--- src/rtl/spi_cfg_master.sv ---
// SPI mode-0 initiator for the 16-bit {rw, addr[6:0], data[7:0]} register-write link.
// Define SPI_CFG_MASTER_READBACK_EN to capture the responder's sdo byte into rsp_data.
module spi_cfg_master #(
  parameter int unsigned CLK_DIV    = 4,
  parameter int unsigned CS_SETUP   = 4,
  parameter int unsigned CS_HOLD    = 4,
  parameter int unsigned GAP_CYCLES = 8
) (
  input  logic       clk,
  input  logic       rst_n,
  input  logic       req_valid,
  output logic       req_ready,
  input  logic       req_write,
  input  logic [6:0] req_addr,
  input  logic [7:0] req_data,
  output logic       busy,
  output logic       rsp_valid,
  output logic [7:0] rsp_data,
  output logic       sclk,
  output logic       sdi,
  output logic       cs,
  input  logic       sdo
);

  localparam int unsigned FW    = 16;
  localparam int unsigned BW    = 5;
  localparam int unsigned MAX_A = (CLK_DIV > CS_SETUP) ? CLK_DIV : CS_SETUP;
  localparam int unsigned MAX_B = (CS_HOLD > GAP_CYCLES) ? CS_HOLD : GAP_CYCLES;
  localparam int unsigned MAX_P = (MAX_A > MAX_B) ? MAX_A : MAX_B;
  localparam int unsigned CW    = $clog2(MAX_P) + 1;
  localparam logic [BW-1:0] LAST_BIT = BW'(FW);

  typedef enum logic [2:0] {
    IDLE     = 3'd0,
    SETUP    = 3'd1,
    SHIFT_LO = 3'd2,
    SHIFT_HI = 3'd3,
    HOLD     = 3'd4,
    GAP      = 3'd5
  } state_t;

  state_t          state, state_nxt;
  logic [CW-1:0]   cnt, cnt_nxt;
  logic [BW-1:0]   bit_cnt, bit_cnt_nxt;
  logic [FW-1:0]   sreg, sreg_nxt;
  logic            cs_nxt, sclk_nxt, sdi_nxt, busy_nxt, ready_nxt, rsp_valid_nxt;
  logic [7:0]      rsp_data_nxt;

`ifdef SPI_CFG_MASTER_READBACK_EN
  logic [FW-1:0]   rd_sreg, rd_sreg_nxt;
`else
  logic            unused_sdo;
  assign unused_sdo = sdo;
`endif

  // Next-state and next-output logic; every output is registered below.
  always_comb begin
    state_nxt     = state;
    cnt_nxt       = cnt + CW'(1);
    bit_cnt_nxt   = bit_cnt;
    sreg_nxt      = sreg;
    cs_nxt        = cs;
    sclk_nxt      = sclk;
    sdi_nxt       = sdi;
    busy_nxt      = busy;
    ready_nxt     = req_ready;
    rsp_valid_nxt = 1'b0;
    rsp_data_nxt  = rsp_data;
`ifdef SPI_CFG_MASTER_READBACK_EN
    rd_sreg_nxt   = rd_sreg;
`endif
    case (state)
      IDLE: begin
        cnt_nxt = '0;
        if (req_valid && req_ready) begin
          state_nxt   = SETUP;
          sreg_nxt    = {req_write, req_addr, req_data};
          bit_cnt_nxt = '0;
          cs_nxt      = 1'b0;
          sdi_nxt     = req_write;
          busy_nxt    = 1'b1;
          ready_nxt   = 1'b0;
        end
      end
      SETUP: begin
        if (cnt == CW'(CS_SETUP - 1)) begin
          state_nxt = SHIFT_LO;
          cnt_nxt   = '0;
        end
      end
      SHIFT_LO: begin
        if (cnt == CW'(CLK_DIV - 1)) begin
          state_nxt   = SHIFT_HI;
          cnt_nxt     = '0;
          sclk_nxt    = 1'b1;
          bit_cnt_nxt = (bit_cnt == LAST_BIT) ? bit_cnt : bit_cnt + BW'(1);
`ifdef SPI_CFG_MASTER_READBACK_EN
          rd_sreg_nxt = (rd_sreg << 1) | FW'(sdo);
`endif
        end
      end
      SHIFT_HI: begin
        if (cnt == CW'(CLK_DIV - 1)) begin
          cnt_nxt  = '0;
          sclk_nxt = 1'b0;
          // sdi moves on the falling edge so it is centred on the next rise
          if (bit_cnt == LAST_BIT) begin
            state_nxt = HOLD;
            sdi_nxt   = 1'b0;
          end else begin
            state_nxt = SHIFT_LO;
            sdi_nxt   = sreg[FW-2];
            sreg_nxt  = sreg << 1;
          end
        end
      end
      HOLD: begin
        if (cnt == CW'(CS_HOLD - 1)) begin
          state_nxt     = GAP;
          cnt_nxt       = '0;
          cs_nxt        = 1'b1;
          rsp_valid_nxt = 1'b1;
`ifdef SPI_CFG_MASTER_READBACK_EN
          rsp_data_nxt  = rd_sreg[7:0];
`endif
        end
      end
      GAP: begin
        if (cnt == CW'(GAP_CYCLES - 1)) begin
          state_nxt = IDLE;
          cnt_nxt   = '0;
          busy_nxt  = 1'b0;
          ready_nxt = 1'b1;
        end
      end
      default: begin
        state_nxt = IDLE;
        cnt_nxt   = '0;
        cs_nxt    = 1'b1;
        sclk_nxt  = 1'b0;
        sdi_nxt   = 1'b0;
        busy_nxt  = 1'b0;
        ready_nxt = 1'b1;
      end
    endcase
  end

  // State and output registers.
  always_ff @(posedge clk or negedge rst_n) begin
    if (!rst_n) begin
      state     <= IDLE;
      cnt       <= '0;
      bit_cnt   <= '0;
      sreg      <= '0;
      cs        <= 1'b1;
      sclk      <= 1'b0;
      sdi       <= 1'b0;
      busy      <= 1'b0;
      req_ready <= 1'b1;
      rsp_valid <= 1'b0;
      rsp_data  <= '0;
    end else begin
      state     <= state_nxt;
      cnt       <= cnt_nxt;
      bit_cnt   <= bit_cnt_nxt;
      sreg      <= sreg_nxt;
      cs        <= cs_nxt;
      sclk      <= sclk_nxt;
      sdi       <= sdi_nxt;
      busy      <= busy_nxt;
      req_ready <= ready_nxt;
      rsp_valid <= rsp_valid_nxt;
      rsp_data  <= rsp_data_nxt;
    end
  end

`ifdef SPI_CFG_MASTER_READBACK_EN
  // Responder byte capture, sampled on every sclk rise.
  always_ff @(posedge clk or negedge rst_n) begin
    if (!rst_n) rd_sreg <= '0;
    else        rd_sreg <= rd_sreg_nxt;
  end
`endif

endmodule

--- config.mk ---
export PLATFORM = sky130hd
export DESIGN_NAME = spi_cfg_master
export DESIGN_NICKNAME = d
export VERILOG_FILES = /design/src/rtl/spi_cfg_master.sv
export SDC_FILE = /design/constraint.sdc
export NUM_CORES = 1
export LEC_CHECK = 0
export ABC_CLOCK_PERIOD_IN_PS = 1730
export CORE_ASPECT_RATIO = 0.7
export CORE_MARGIN = 2
export CORE_UTILIZATION = 49
export CTS_BUF_LIST = sky130_fd_sc_hd__clkbuf_8
export DETAILED_ROUTE_END_ITERATION = 10
export GPL_ROUTABILITY_DRIVEN = 1
export HOLD_SLACK_MARGIN = 0.12
export PLACE_DENSITY = 0.9
export SYNTH_ARGS = -nofsm -noshare
export SYNTH_HDL_FRONTEND = slang
export SYNTH_SLANG_ARGS = --single-unit
--- constraint.sdc ---
create_clock -name clk -period 1.73 [get_ports clk]
set_input_delay 0.173 -clock clk [delete_from_list [all_inputs] [get_ports clk]]
set_output_delay 0.173 -clock clk [all_outputs]
set_load 0.01 [all_outputs]
==> results by group <==
Run status
  • Status: completed

Critical path
  • Crit Path Class: flop to flop
  • Critical Path RT: 1.91 ns
  • Crit end category: flop
  • Critical Path Fanout Max: 14
  • Crit start category: flop
  • CP arrival: 1.86 ns

Clocking
  • Clk slew on worst S/H paths: 0.07 ns
  • Worst-Skew Late Latency: 0.29 ns
  • Htree depth: 2
  • Root buffer cell: clkbuf_8
  • Longest Clk Path Bufs: 2
  • TritonCTS Buffers: 5
  • Sink count of the clock tree: 33
  • CTS tree: done

Layout
  • Nets@finish: 247
  • Share of cells above drive strength 1: 22.2%
  • Fillers: 277
  • Final core occ: 64.8%
  • Diode count: 0
  • Final Non-Filler Cells: 275
  • Area delta synth->final: 23.1%
  • Design area: 0.00235 mm2

Power
  • Cell-internal power: 2160 uW
  • Sw Pwr: 1380 uW
  • Clk pwr share: 15.9%
  • Sequential share of power: 35.6%
  • Combinational power share: 48.6%
  • Leakage: 0.00107 uW
  • Pwr Total: 3550 uW
  • Sw frac: 39.0%
  • Pwr Density: 1510 mW/mm2
  • Max VDD drop: 1.06 mV

Global routing
  • Pin count of the biggest net entering global routing: 34
  • First-pass GRT wire length: 6940 um
  • Initial antenna violation count: 0
  • GRT overflow: 0
  • Total GRT Usage: 20.2%
  • Number of global-route vias before repair: 1459

STA
  • RSZ-0062 raised after global routing: yes
  • Setup TNS: 0 ns
  • Layout Skew: 0.00362 ns
  • Tmin final: 1.68 ns
  • Final Cycle Share: 97.0%
  • Final Setup Violations: 0
  • Final Hold Vio Count: 0
  • Slew Viols, Final: 0
  • Max Clk Rate: 596 MHz

Floorplan
  • DIE HEIGHT: 56.2 um
  • Die width: 78.6 um
  • I/O Pins: 34
  • Core Region: 0.00363 mm2
  • DIE AREA: 0.00442 mm2
  • Num rows: 18
  • Initial core utilization: 52.6%

Route
  • Starting DRT DRC Count: 110
  • WL final: 4140 um
  • Avg WL per Cell: 15.1 um
  • Vias: 1553
  • DRC: 0
  • Vias/cell: 5.65
  • Post-DRT Antenna Nets: 0
  • Drt first pass iters: 4

Yosys
  • Yosys warns: 0
  • Most numerous cell in the Yosys netlist: dfrtp_1
  • #FFs+latches synth: 33
  • Adder-Cell Fraction of Synth Area: 1.97%
  • Complex-gate fraction of the synthesized area: 22.4%
  • Netlist Area Pre-Place: 0.00191 mm2
  • Mapped Cells: 189
  • Mux contribution to synthesized area: 9.77%
  • Top-area cell type share of the netlist area: 40.7%
  • Synth unique cells: 49
  • Commonest cells post-synth: 31 x dfrtp_1, 23 x o21ai_0, 16 x mux2i_1
  • Synth top area cells: dfrtp_1 41%, mux2i_1 8.4%, o21ai_0 6.0%
  • Cell type with the largest total area after synthesis: dfrtp_1
  • Post-synthesis simple-gate area fraction: 12.3%
  • Number of synthesized flops with an enable pin: 0
  • Ys flop type: dfrtp_1
  • Ys async rst share: 100%
  • Mean Syn Cell Area: 10.1 um2
  • Sequential-to-total area share from yosys stat: 43.4%
  • Xor/xnor cell area share of the yosys netlist: 0.918%
  • Largest family of logic cells by synthesized area: compound AO/OA/AOI/OAI gates

Place
  • Port Buf Inserts: 24
  • GPL Wtd Cong: 0.837
  • Placed cells: 265
  • Post-DP HPWL: 2900 um
  • Post-DP Area: 0.00224 mm2

Job
  • Total of max-cap violations: 0

Min path
  • Hold Crit Class: input pin to async pin
[layout by cell type, fill, tap and decap left out, drive strengths merged, types with 5 or more instances in the layout]
cell type / synthesis / routed
conb: 1 / 8
clkbuf: 6 / 5
clkdlybuf4s50: 0 / 24
nor3: 5 / 5
dfrtp: 31 / 31
nand2: 7 / 7
inv: 5 / 6
nor2: 9 / 9
mux2i: 16 / 16
buf: 18 / 21
o21ai: 33 / 33
a21oi: 9 / 9
[sequential cells by signal (all words and copies together) (netlist names)]
name and flops:
rsp_valid 1, req_ready 1, sreg 15, cnt 4
busy 1, bit_cnt 5, cs 1, state 3
sdi 1, sclk 1
[power by group through the flow]
stage / combinational, uW / clock [uW] / sequential (uW)
3_5_place_dp: 1670 / 0 / 1250
5_1_grt: 1910 / 605 / 1290
6_report: 1720 / 563 / 1260
4_1_cts: 1690 / 572 / 1250
3_3_place_gp: 1600 / 0 / 1240
2_1_floorplan: 1260 / 0 / 1200
[cell families (layout without fill, tap and decap cells)]
family | after synthesis | in the layout
fa+ha+maj | 3 | 3
buf+inv | 29 | 58
compound gates | 63 | 63
xor+xnor | 2 | 2
other cells | 1 | 8
mux | 18 | 18
simple gates | 40 | 40
flops | 33 | 33
[per-layer routing]
layer  GRT usage (%)  up-vias  wire [um]
met5               0        -          0
met4            9.02        0         87
met3            4.71       10        216
met2            29.3       43       1830
met1            28.4      762       2010
li1                -      738          -
[final timing paths]
| path | start | endpoint | slack (ns) | cells past startpoint |
|---|---|---|---|---|
| setup / recovery | cnt[0] | sreg[6] | 0.05 | 6 |
| hold / removal | rst_n | bit_cnt[3] | 0.29 | 2 |
| setup reg to reg | cnt[0] | sreg[6] | 0.05 | 6 |
| hold reg to reg | sreg[10] | sreg[10] | 0.50 | 2 |
| max in group asynchronous | rst_n | cs | 1.11 | 2 |
| min in group clk | sreg[10] | sreg[10] | 0.50 | 2 |
[critical path, cell delays in order, from the launching register on]
cell and delay (ns):
dfrtp_1 0.39, ha_4 0.17, nor3b_4 0.31, a41oi_2 0.17
buf_4 0.21, o21ai_0 0.23, o21ai_2 0.08
[stage by stage]
step / hold slack [ns] / setup slack, ns
floorplan: -0.123 / 0.0527
global placement: 0.476 / 0.0390
detailed placement: 0.488 / -0.0459
CTS: 0.293 / 0.00412
global route: 0.351 / -0.00845
finish: 0.289 / 0.0512
[layout make-up]
| class | count | area [um2] | area share [%] |
|---|---|---|---|
| clock inverter | 3 | 13.8 | 0.586 |
| tap | 50 | 62.6 | 2.66 |
| clock buffer | 5 | 68.8 | 2.93 |
| sequential | 33 | 828 | 35.3 |
| inverter | 5 | 18.8 | 0.799 |
| multi-input combinational | 134 | 947 | 40.3 |
| timing repair buffer | 45 | 410 | 17.5 |
[what timing repair did]
action / CTS / global route
buffers inserted: 1 / 1
hold buffers: 0 / 0
resized for setup: 1 / 5
pin swaps: 0 / 0
endpoints found under the setup margin: 13 / 19
Power figures use the tool's default switching activity.
